<file path="src/rtl/fpu_wb_pipe_pkg.sv">
// fpu_pkg: shared types for the FP writeback scheduler.
// Contents: execution-class encoding, the per-stage control record
// (valid, wen, class; rd and data are carried beside it because their widths
// are module parameters), the idle record and a class-to-latency lookup.
package fpu_pkg;
    typedef enum logic [1:0] {
        FC_CVT  = 2'd0,
        FC_LOAD = 2'd1,
        FC_ADSB = 2'd2,
        FC_MUL  = 2'd3
    } fclass_e;

    typedef struct packed {
        logic    valid;
        logic    wen;
        fclass_e cls;
    } stage_ctl_t;

    localparam stage_ctl_t CTL_IDLE = '{1'b0, 1'b0, FC_CVT};

    function automatic int fc_lat(fclass_e c, int l_cvt, int l_load, int l_adsb, int l_mul);
        return c == FC_CVT ? l_cvt : c == FC_LOAD ? l_load : c == FC_ADSB ? l_adsb : l_mul;
    endfunction
endpackage

</file>
<file path="src/rtl/fpu_wb_pipe_if.sv">
// fpu_wb_pipe_if: issue / unit-result / writeback / forwarding bundle.
// master: decode side (drives issue_* and unit data, observes results).
// slave : fpu_wb_pipe (observes issue_* and unit data, drives the rest).
interface fpu_wb_pipe_if #(
    parameter int XLEN = 32,
    parameter int RA_W = 5
);
    import fpu_pkg::*;
    logic            issue_valid;
    logic            issue_ready;
    fclass_e         issue_class;
    logic            issue_wen;
    logic [RA_W-1:0] issue_rd;
    logic [RA_W-1:0] issue_rs1;
    logic [RA_W-1:0] issue_rs2;
    logic            issue_use1;
    logic            issue_use2;
    logic [XLEN-1:0] cvt_data;
    logic [XLEN-1:0] load_data;
    logic [XLEN-1:0] adsb_data;
    logic [XLEN-1:0] mul_data;
    logic            wb_en;
    logic [RA_W-1:0] wb_addr;
    logic [XLEN-1:0] wb_data;
    logic            fwd1_valid;
    logic            fwd2_valid;
    logic [XLEN-1:0] fwd1_data;
    logic [XLEN-1:0] fwd2_data;
    logic            busy;

    modport master (
        output issue_valid, issue_class, issue_wen, issue_rd, issue_rs1, issue_rs2,
               issue_use1, issue_use2, cvt_data, load_data, adsb_data, mul_data,
        input  issue_ready, wb_en, wb_addr, wb_data, fwd1_valid, fwd2_valid,
               fwd1_data, fwd2_data, busy
    );
    modport slave (
        input  issue_valid, issue_class, issue_wen, issue_rd, issue_rs1, issue_rs2,
               issue_use1, issue_use2, cvt_data, load_data, adsb_data, mul_data,
        output issue_ready, wb_en, wb_addr, wb_data, fwd1_valid, fwd2_valid,
               fwd1_data, fwd2_data, busy
    );
endinterface

</file>
<file path="src/rtl/fpu_wb_stage.sv">
// fpu_wb_stage: one delay-line stage with result-capture mux, async active-low reset.
// Ports: clk, rst_n; i_ctl/i_rd/i_data = previous stage; i_cap/i_cap_data =
// unit result to load instead of i_data; o_ctl/o_rd/o_data = registered stage.
module fpu_wb_stage import fpu_pkg::*; #(
    parameter int XLEN = 32,
    parameter int RA_W = 5
) (
    input  logic            clk,
    input  logic            rst_n,
    input  stage_ctl_t      i_ctl,
    input  logic [RA_W-1:0] i_rd,
    input  logic [XLEN-1:0] i_data,
    input  logic            i_cap,
    input  logic [XLEN-1:0] i_cap_data,
    output stage_ctl_t      o_ctl,
    output logic [RA_W-1:0] o_rd,
    output logic [XLEN-1:0] o_data
);
    stage_ctl_t      r_ctl;
    logic [RA_W-1:0] r_rd;
    logic [XLEN-1:0] r_data;

    always_ff @(posedge clk or negedge rst_n) begin
        if (!rst_n) begin
            r_ctl  <= CTL_IDLE;
            r_rd   <= '0;
            r_data <= '0;
        end else begin
            r_ctl  <= i_ctl;
            r_rd   <= i_rd;
            r_data <= i_cap ? i_cap_data : i_data;
        end
    end

    assign o_ctl  = r_ctl;
    assign o_rd   = r_rd;
    assign o_data = r_data;
endmodule

</file>
<file path="src/rtl/fpu_wb_pipe.sv">
// fpu_wb_pipe: FP writeback scheduler - DEPTH-stage op delay line, per-class
// result capture, single register write port and RAW stall on issue.
// Ports: clk, rst_n (async active-low); bus = fpu_wb_pipe_if.slave.
// Option: define FPU_BYPASS_EN to forward completed in-flight results
// instead of stalling; otherwise any in-flight writer of a source stalls.
module fpu_wb_pipe import fpu_pkg::*; #(
    parameter int XLEN     = 32,
    parameter int RA_W     = 5,
    parameter int DEPTH    = 5,
    parameter int LAT_CVT  = 1,
    parameter int LAT_LOAD = 2,
    parameter int LAT_ADSB = 3,
    parameter int LAT_MUL  = 5
) (
    input logic          clk,
    input logic          rst_n,
    fpu_wb_pipe_if.slave bus
);
    stage_ctl_t      w_in_ctl  [1:DEPTH];
    logic [RA_W-1:0] w_in_rd   [1:DEPTH];
    logic [XLEN-1:0] w_in_data [1:DEPTH];
    logic            w_cap     [1:DEPTH];
    logic [XLEN-1:0] w_cap_data[1:DEPTH];
    stage_ctl_t      w_q_ctl   [1:DEPTH];
    logic [RA_W-1:0] w_q_rd    [1:DEPTH];
    logic [XLEN-1:0] w_q_data  [1:DEPTH];
    logic [XLEN-1:0] w_unit    [4];
    logic [DEPTH:1]  w_valid;
    logic [DEPTH:1]  w_m1;
    logic [DEPTH:1]  w_m2;
    logic            w_haz1;
    logic            w_haz2;
    logic            w_acc;
    logic            w_last_cap;

    function automatic int lat(fclass_e c);
        return fc_lat(c, LAT_CVT, LAT_LOAD, LAT_ADSB, LAT_MUL);
    endfunction

    assign w_unit[FC_CVT]  = bus.cvt_data;
    assign w_unit[FC_LOAD] = bus.load_data;
    assign w_unit[FC_ADSB] = bus.adsb_data;
    assign w_unit[FC_MUL]  = bus.mul_data;

    // Stalled or absent ops enter as all-zero bubbles so idle outputs stay 0.
    assign w_acc         = bus.issue_valid & bus.issue_ready;
    assign w_in_ctl[1]   = w_acc ? stage_ctl_t'{1'b1, bus.issue_wen, bus.issue_class} : CTL_IDLE;
    assign w_in_rd[1]    = w_acc ? bus.issue_rd : '0;
    assign w_in_data[1]  = '0;
    assign w_cap[1]      = 1'b0;
    assign w_cap_data[1] = '0;

    genvar k;
    for (k = 2; k <= DEPTH; k++) begin : g_link
        assign w_in_ctl[k]   = w_q_ctl[k-1];
        assign w_in_rd[k]    = w_q_rd[k-1];
        assign w_in_data[k]  = w_q_data[k-1];
        assign w_cap[k]      = w_q_ctl[k-1].valid && lat(w_q_ctl[k-1].cls) == k - 1;
        assign w_cap_data[k] = w_unit[w_q_ctl[k-1].cls];
    end

    for (k = 1; k <= DEPTH; k++) begin : g_stage
        fpu_wb_stage #(.XLEN(XLEN), .RA_W(RA_W)) u_stage (
            .clk        (clk),
            .rst_n      (rst_n),
            .i_ctl      (w_in_ctl[k]),
            .i_rd       (w_in_rd[k]),
            .i_data     (w_in_data[k]),
            .i_cap      (w_cap[k]),
            .i_cap_data (w_cap_data[k]),
            .o_ctl      (w_q_ctl[k]),
            .o_rd       (w_q_rd[k]),
            .o_data     (w_q_data[k])
        );
        assign w_valid[k] = w_q_ctl[k].valid;
    end

    // A class whose latency equals DEPTH has no later stage to capture into.
    assign w_last_cap  = w_q_ctl[DEPTH].valid && lat(w_q_ctl[DEPTH].cls) == DEPTH;
    assign bus.wb_en   = w_q_ctl[DEPTH].valid & w_q_ctl[DEPTH].wen;
    assign bus.wb_addr = w_q_rd[DEPTH];
    assign bus.wb_data = w_last_cap ? w_unit[w_q_ctl[DEPTH].cls] : w_q_data[DEPTH];
    assign bus.busy    = |w_valid;

    always_comb begin
        w_m1 = '0;
        w_m2 = '0;
        for (int i = 1; i <= DEPTH; i++) begin
            w_m1[i] = w_q_ctl[i].valid & w_q_ctl[i].wen & (w_q_rd[i] == bus.issue_rs1);
            w_m2[i] = w_q_ctl[i].valid & w_q_ctl[i].wen & (w_q_rd[i] == bus.issue_rs2);
        end
    end

`ifdef FPU_BYPASS_EN
    logic            w_f1v;
    logic            w_f2v;
    logic [XLEN-1:0] w_f1d;
    logic [XLEN-1:0] w_f2d;

    // Walk oldest to youngest so the lowest matching stage wins (WAW order).
    always_comb begin
        w_haz1 = 1'b0;
        w_haz2 = 1'b0;
        w_f1v  = 1'b0;
        w_f2v  = 1'b0;
        w_f1d  = '0;
        w_f2d  = '0;
        for (int i = DEPTH; i >= 1; i--) begin
            if (w_m1[i]) begin
                w_haz1 = i <= lat(w_q_ctl[i].cls);
                w_f1v  = i > lat(w_q_ctl[i].cls);
                w_f1d  = w_q_data[i];
            end
            if (w_m2[i]) begin
                w_haz2 = i <= lat(w_q_ctl[i].cls);
                w_f2v  = i > lat(w_q_ctl[i].cls);
                w_f2d  = w_q_data[i];
            end
        end
    end

    assign bus.fwd1_valid = w_f1v & bus.issue_use1;
    assign bus.fwd2_valid = w_f2v & bus.issue_use2;
    assign bus.fwd1_data  = (w_f1v & bus.issue_use1) ? w_f1d : '0;
    assign bus.fwd2_data  = (w_f2v & bus.issue_use2) ? w_f2d : '0;
`else
    assign w_haz1         = |w_m1;
    assign w_haz2         = |w_m2;
    assign bus.fwd1_valid = 1'b0;
    assign bus.fwd2_valid = 1'b0;
    assign bus.fwd1_data  = '0;
    assign bus.fwd2_data  = '0;
`endif

    assign bus.issue_ready = !((bus.issue_use1 & w_haz1) | (bus.issue_use2 & w_haz2));
endmodule

</file>
<file path="src/flat_wrapper.sv">
// flat-port wrapper written by rule: the top's interface ports become plain ports
module fpu_wb_pipe_flat import fpu_pkg::*;
#(
    parameter int XLEN     = 32,
    parameter int RA_W     = 5,
    parameter int DEPTH    = 5,
    parameter int LAT_CVT  = 1,
    parameter int LAT_LOAD = 2,
    parameter int LAT_ADSB = 3,
    parameter int LAT_MUL  = 5
)
  (clk, rst_n, bus_issue_valid, bus_issue_class, bus_issue_wen, bus_issue_rd, bus_issue_rs1, bus_issue_rs2, bus_issue_use1, bus_issue_use2, bus_cvt_data, bus_load_data, bus_adsb_data, bus_mul_data, bus_issue_ready, bus_wb_en, bus_wb_addr, bus_wb_data, bus_fwd1_valid, bus_fwd2_valid, bus_fwd1_data, bus_fwd2_data, bus_busy);
  fpu_wb_pipe_if #(.XLEN(XLEN), .RA_W(RA_W)) bus_i ();
  input logic clk;
  input logic rst_n;
  input wire logic [$bits(bus_i.issue_valid)-1:0] bus_issue_valid;
  input wire logic [$bits(bus_i.issue_class)-1:0] bus_issue_class;
  input wire logic [$bits(bus_i.issue_wen)-1:0] bus_issue_wen;
  input wire logic [$bits(bus_i.issue_rd)-1:0] bus_issue_rd;
  input wire logic [$bits(bus_i.issue_rs1)-1:0] bus_issue_rs1;
  input wire logic [$bits(bus_i.issue_rs2)-1:0] bus_issue_rs2;
  input wire logic [$bits(bus_i.issue_use1)-1:0] bus_issue_use1;
  input wire logic [$bits(bus_i.issue_use2)-1:0] bus_issue_use2;
  input wire logic [$bits(bus_i.cvt_data)-1:0] bus_cvt_data;
  input wire logic [$bits(bus_i.load_data)-1:0] bus_load_data;
  input wire logic [$bits(bus_i.adsb_data)-1:0] bus_adsb_data;
  input wire logic [$bits(bus_i.mul_data)-1:0] bus_mul_data;
  output wire logic [$bits(bus_i.issue_ready)-1:0] bus_issue_ready;
  output wire logic [$bits(bus_i.wb_en)-1:0] bus_wb_en;
  output wire logic [$bits(bus_i.wb_addr)-1:0] bus_wb_addr;
  output wire logic [$bits(bus_i.wb_data)-1:0] bus_wb_data;
  output wire logic [$bits(bus_i.fwd1_valid)-1:0] bus_fwd1_valid;
  output wire logic [$bits(bus_i.fwd2_valid)-1:0] bus_fwd2_valid;
  output wire logic [$bits(bus_i.fwd1_data)-1:0] bus_fwd1_data;
  output wire logic [$bits(bus_i.fwd2_data)-1:0] bus_fwd2_data;
  output wire logic [$bits(bus_i.busy)-1:0] bus_busy;
  assign bus_i.issue_valid = bus_issue_valid;
  assign bus_i.issue_class = bus_issue_class;
  assign bus_i.issue_wen = bus_issue_wen;
  assign bus_i.issue_rd = bus_issue_rd;
  assign bus_i.issue_rs1 = bus_issue_rs1;
  assign bus_i.issue_rs2 = bus_issue_rs2;
  assign bus_i.issue_use1 = bus_issue_use1;
  assign bus_i.issue_use2 = bus_issue_use2;
  assign bus_i.cvt_data = bus_cvt_data;
  assign bus_i.load_data = bus_load_data;
  assign bus_i.adsb_data = bus_adsb_data;
  assign bus_i.mul_data = bus_mul_data;
  assign bus_issue_ready = bus_i.issue_ready;
  assign bus_wb_en = bus_i.wb_en;
  assign bus_wb_addr = bus_i.wb_addr;
  assign bus_wb_data = bus_i.wb_data;
  assign bus_fwd1_valid = bus_i.fwd1_valid;
  assign bus_fwd2_valid = bus_i.fwd2_valid;
  assign bus_fwd1_data = bus_i.fwd1_data;
  assign bus_fwd2_data = bus_i.fwd2_data;
  assign bus_busy = bus_i.busy;
  fpu_wb_pipe #(.XLEN(XLEN), .RA_W(RA_W), .DEPTH(DEPTH), .LAT_CVT(LAT_CVT), .LAT_LOAD(LAT_LOAD), .LAT_ADSB(LAT_ADSB), .LAT_MUL(LAT_MUL)) u_core (.clk(clk), .rst_n(rst_n), .bus(bus_i));
endmodule
</file>
<file path="config.mk">
export PLATFORM = sky130hd
export DESIGN_NAME = fpu_wb_pipe_flat
export DESIGN_NICKNAME = d
export VERILOG_FILES = /design/src/rtl/fpu_wb_pipe_pkg.sv /design/src/rtl/fpu_wb_pipe_if.sv /design/src/rtl/fpu_wb_stage.sv /design/src/rtl/fpu_wb_pipe.sv /design/src/flat_wrapper.sv
export SDC_FILE = /design/constraint.sdc
export NUM_CORES = 1
export LEC_CHECK = 0
export CAP_MARGIN = 30
export CELL_PAD_IN_SITES_DETAIL_PLACEMENT = 1
export CELL_PAD_IN_SITES_GLOBAL_PLACEMENT = 1
export CORE_AREA = 2 2 169 171
export DETAILED_ROUTE_END_ITERATION = 8
export DIE_AREA = 0 0 171 173
export PLACE_DENSITY = 0.71
export SLEW_MARGIN = 10
export SYNTH_ARGS = -nofsm -noshare
export SYNTH_HDL_FRONTEND = slang
export SYNTH_SLANG_ARGS = --single-unit
</file>
<file path="constraint.sdc">
create_clock -name clk -period 2.7 [get_ports clk]
set_input_delay 0.54 -clock clk [delete_from_list [all_inputs] [get_ports clk]]
set_output_delay 0.54 -clock clk [all_outputs]
set_load 0.03 [all_outputs]
</file>
---- Word-level counts from Yosys, hierarchy flattened ----
Cells that the tools add are included.
storage, ports and cells
  register bits after elaboration ......... 173
  input port bits ......................... 151
  output and inout port bits .............. 106
  word-level logic and storage cells ...... 129
cells by class
  order comparisons ....................... 5
  eq/ne operators ......................... 25
  multiplexer cells ....................... 37
  bitwise gates (word level) .............. 24
  reduce and logical (&&, ||, !) cells .... 14
operators with widths
  operator             count
  $mux 32              25
  $bmux 32 s2          5
  $eq 32x3->1 const B  2
  $eq 32x4->1 const B  2
  $eq 5x5->1           10
  $eq 32x2->1 const B  1
  $and 1x1->1          18
  $ge 3x3->1 const B   5
  $mux 3               5
  $not 2->3            5
  $reduce_or 5->1      3
  $eq 2x1->1 const B   5
  $eq 2x2->1 const B   5
  $logic_not 2->1      5
  $logic_and 1x1->1    5
  $mux 5               1
  $mux 4               1
  $logic_not 1->1      1
  $or 1x1->1           1

---- Longest topological paths before layout ----
  depth after elaboration ................. 8
  mapped depth ............................ 8
  mapped depth without buffers ............ 6

---- By module ----
From an unflattened synthesis, not the netlist that was laid out.
unflattened totals
  cell total of the unflattened synthesis .. 761
  area total of the unflattened synthesis .. 12650.9 µm²
modules (own cells, without submodules)
  module        times used  cells each  area each (µm²)  seq. area each (µm²)
  fpu_wb_stage  5           77          1570.3           1026.0
  fpu_wb_pipe   1           376         4799.6           0.0

---- Worst setup path before layout ----
Ideal clock, no wire load.
  kind .................................... in2out
  start ................................... input bus_issue_rs2[3]
  end ..................................... output bus_issue_ready
  arrival ................................. 1.949 ns
  required time ........................... 2.160 ns
  path slack .............................. 0.211 ns
  stages .................................. 8
  path buffers ............................ 2
  cells stage by stage .................... buf_4 -> xor2_1 -> nor4_1 -> nand4_1 -> nand3_1 -> o31a_1 -> buf_6 -> a21oi_1
between the ends
  longest elaborated chain between the ends .. 6
  elaborated cells between the ends (all ways) .. 14
  those cells by class .................... eq/ne (5); bitwise (7); reduce/logical (2)
RTL lines
  element              line                text
  start: declaration   flat_wrapper.sv:21  input wire logic [$bits(bus_i.issue_rs2)-1:0] bus_issue_rs2;
  $eq 5x5->1           fpu_wb_pipe.sv:90   w_m2[i] = w_q_ctl[i].valid & w_q_ctl[i].wen & (w_q_rd[i] == bus.issue_rs2);
  $and 1x1->1          fpu_wb_pipe.sv:90
  $reduce_or 5->1 (*)  fpu_wb_pipe.sv:128  assign w_haz2 = |w_m2;
  $and 1x1->1 (*)      fpu_wb_pipe.sv:135  assign bus.issue_ready = !((bus.issue_use1 & w_haz1) | (bus.issue_use2 & w_haz2));
  $or 1x1->1 (*)       fpu_wb_pipe.sv:135
  $logic_not 1->1 (*)  fpu_wb_pipe.sv:135
  end: declaration     flat_wrapper.sv:28  output wire logic [$bits(bus_i.issue_ready)-1:0] bus_issue_ready;
Every way passes the cells marked *; elsewhere a longest branch is shown, timed or not.

---- Worst setup path after layout ----
  start ................................... register u_core.g_stage[5].u_stage.r_ctl (netlist bit u_core.g_stage[5].u_stage.o_ctl[3])
  end ..................................... output bus_wb_data[18]
between the ends
  longest elaborated chain between the ends .. 2
RTL lines
  element                   line                text
  start: declaration        fpu_wb_stage.sv:19  stage_ctl_t r_ctl;
  start signal: assignment  fpu_wb_stage.sv:29  r_ctl <= i_ctl;
  $logic_and 1x1->1         fpu_wb_pipe.sv:79   assign w_last_cap = w_q_ctl[DEPTH].valid && lat(w_q_ctl[DEPTH].cls) == DEPTH;
  $mux 32                   fpu_wb_pipe.sv:82   assign bus.wb_data = w_last_cap ? w_unit[w_q_ctl[DEPTH].cls] : w_q_data[DEPTH];
  end: declaration          flat_wrapper.sv:31  output wire logic [$bits(bus_i.wb_data)-1:0] bus_wb_data;
No other way between the ends.

==> summary.txt <==
Final layout
  • Post-route cell area: 11,000 µm²
  • Final non-filler cell total: 1,168
  • Antenna cells: 0
  • Fin util: 39.82%
  • Layout Nets: 932
  • Commonest non-fill, non-tap cell in the layout: dfrtp_1
  • Most frequent cells in the layout: dfrtp_1 (170), clkdlybuf4s50_1 (156), mux2_2 (128)
  • Area growth syn-to-layout: 34.20%
  • Share of cells above drive strength 1: 31.39%

Detailed routing
  • WL/cell: 18.68 µm
  • Initial DRT Pass Iterations: 4
  • Vias/cell: 4.356
  • First DRT Iteration DRCs: 173
  • DRC: 0
  • Routed WL: 21,820 µm
  • Detail Route Antenna Nets: 0
  • Vias: 5,088

Worst setup path
  • CP endpoint kind: primary output
  • Arrival @ worst endpoint: 2080 ps
  • Critical Setup Path Class: reg -> out
  • Worst path required time: 2160 ps
  • Critical path launch point type: register
  • Critical-path maximum fanout: 18

STA
  • Worst-margin pin slew: 535.5 ps
  • Worst Hold Slack: 84.74 ps
  • FMAX: 382.3 MHz
  • Setup violators final: 0
  • Fin crit share: 96.89%
  • Final Hold Vio Count: 0
  • Worst setup slack after layout: 83.91 ps
  • Fin Clk Skew: 10.89 ps
  • Final Max Slew Viols: 0
  • Slew HR: 64.30%
  • Crit path time final: 2616 ps
  • Total Neg Setup Slack: 0 ps

Clock network
  • CTS tree: done
  • Hold buffers post-CTS: 0
  • CTS Buf Count: 17
  • Skew-Pair Late Insertion Delay: 410 ps
  • Worst-path clk slew: 70 ps
  • Number of H-tree levels: 4
  • Maximum clock path buffer count: 2
  • CTS Root Cell: clkbuf_16
  • Clock Sinks: 173

Hold path
  • Hold crit path type: in -> async

Synth
  • Top cells by area, synth: dfrtp_1 (53%), mux2_2 (18%), mux4_2 (8.8%), buf_4 (6.6%), xor2_1 (3.0%)
  • Post-synthesis register bit count: 173
  • Synth top area share: 52.81%
  • Synth cell types: 30
  • Post-synth top area cell: dfrtp_1
  • Synthesized area per cell: 14.43 µm²
  • Post-synthesis cell count: 568
  • Register area share after synthesis: 52.81%
  • Synth warn: 0
  • Synthesized cell area: 8198 µm²

Global routing
  • Initial antenna violation count: 0
  • Largest net degree at the start of global routing: 61
  • Number of global-route vias before repair: 5,765
  • Tot GR Track Use: 14.95%
  • First-pass GRT wire length: 33,880 µm
  • Overflow after GRT: 0

Die
  • Core Area: 27,630 µm²
  • Chip Width: 171 µm
  • Num rows: 61
  • Die H: 173 µm
  • Starting Density: 29.67%
  • Io pins: 257
  • Die Area: 29,580 µm²

Place
  • I/O Buffers: 190
  • Gpl congestion: 0.8416
  • Dpl cell area: 10,450 µm²
  • Setup slack at placement: -281.4 ps
  • Detailed placement HPWL: 15,700 µm
  • DP Cell Count: 1,138

Pwr
  • Pleak: 5.086 nW
  • PD cells: 569.4 nW/µm²
  • Maximum VDD drop: 0.0004196 V
  • Total power: 6.264 mW

Run status
  • Run status: complete, no violations

Flow run
  • MaxCap Viol Count: 0
synthesized netlist by cell type:
library cell  count
and3_1            1
a21oi_1           1
nand2_1           3
buf_1             6
conb_1            1
nand4_1          10
mux4_2           32
nand3b_1          2
nor4_1            6
or3_1             1
o21ai_1           1
mux2_2          128
clkbuf_1         13
nor3b_1           1
nor3_1            4
buf_6             5
inv_1             2
buf_2             4
nand3b_4          1
buf_4            72
dfrtp_1         173
ha_1              2
xor2_1           28
nor2_1            3
xnor2_1          22
a31oi_1           1
o31a_1            1
and2_1           33
nor3b_2           8
nand3_1           3
layout make-up:
cell class,count,area [µm²]
clock buffers,18,429.2
clock inverters,12,106.4
fillers,2916,16630
inverters,2,7.507
multi-input cells,358,3450
flip-flops and latches,173,4333
well taps,378,473.0
repair buffers,227,2203
cell families (layout without fill, tap and decap cells):
family,after synthesis,in the layout,synth area share (%)
xor+xnor,50,50,5.342
mux,160,160,26.37
other cells,1,66,0.04574
fa+ha+maj,2,2,0.3052
simple gates,76,76,6.334
buf+inv,102,259,8.486
flops,173,173,52.81
compound gates,4,4,0.3052
path summary, 6_finish.rpt:
kind | startpoint | endpoint | slack, ps | cells past startpoint
hold / removal | rst_n | u_core.g_stage[4].u_stage.o_data[26] | 80 | 1
min in group clk | u_core.g_stage[4].u_stage.o_ctl[2] | u_core.g_stage[5].u_stage.o_ctl[2] | 370 | 0
max in group asynchronous | rst_n | u_core.g_stage[4].u_stage.o_data[16] | 1870 | 2
hold reg to reg | u_core.g_stage[4].u_stage.o_ctl[2] | u_core.g_stage[5].u_stage.o_ctl[2] | 370 | 0
setup reg to reg | u_core.g_stage[3].u_stage.o_rd[3] | u_core.g_stage[1].u_stage.o_ctl[1] | 700 | 7
setup / recovery | u_core.g_stage[5].u_stage.o_ctl[3] | bus_wb_data[18] | 80 | 4
routing by layer:
metal / vias up / wire, µm / track usage (%)
met4: 0 / 213 / 3.637
met1: 2651 / 9834 / 20.10
met2: 152 / 10750 / 25.05
met3: 12 / 1023 / 2.564
met5: - / 0 / 0
li1: 2273 / - / -
flip-flops by register name (all words and copies together), names as in the netlist:
name and cells:
u_core.g_stage.u_stage.o_ctl 20, u_core.g_stage.u_stage.o_data 128, u_core.g_stage.u_stage.o_rd 25
power breakdown:
| part | switching (mW) | internal [mW] | total [mW] |
|---|---|---|---|
| Clock | 1.07 | 1.20 | 2.27 |
| Sequential | 0.0822 | 2.78 | 2.86 |
| Combinational | 0.570 | 0.570 | 1.14 |
| Total | 1.72 | 4.54 | 6.26 |
critical path, stage by stage (launching register included):
cell,delay [ps]
dfrtp_1,410
nand3_2,120
buf_12,180
mux2_2,350
clkdlybuf4s50_1,590
repair_timing:
| action | 4_1_cts | 5_1_grt |
|---|---|---|
| endpoints found under the setup margin | 14 | 8 |
| buffers inserted | 0 | 1 |
| resized for setup | 24 | 17 |
| pin swaps | 1 | 6 |
Note: power is estimated with default switching activity, not from simulation.
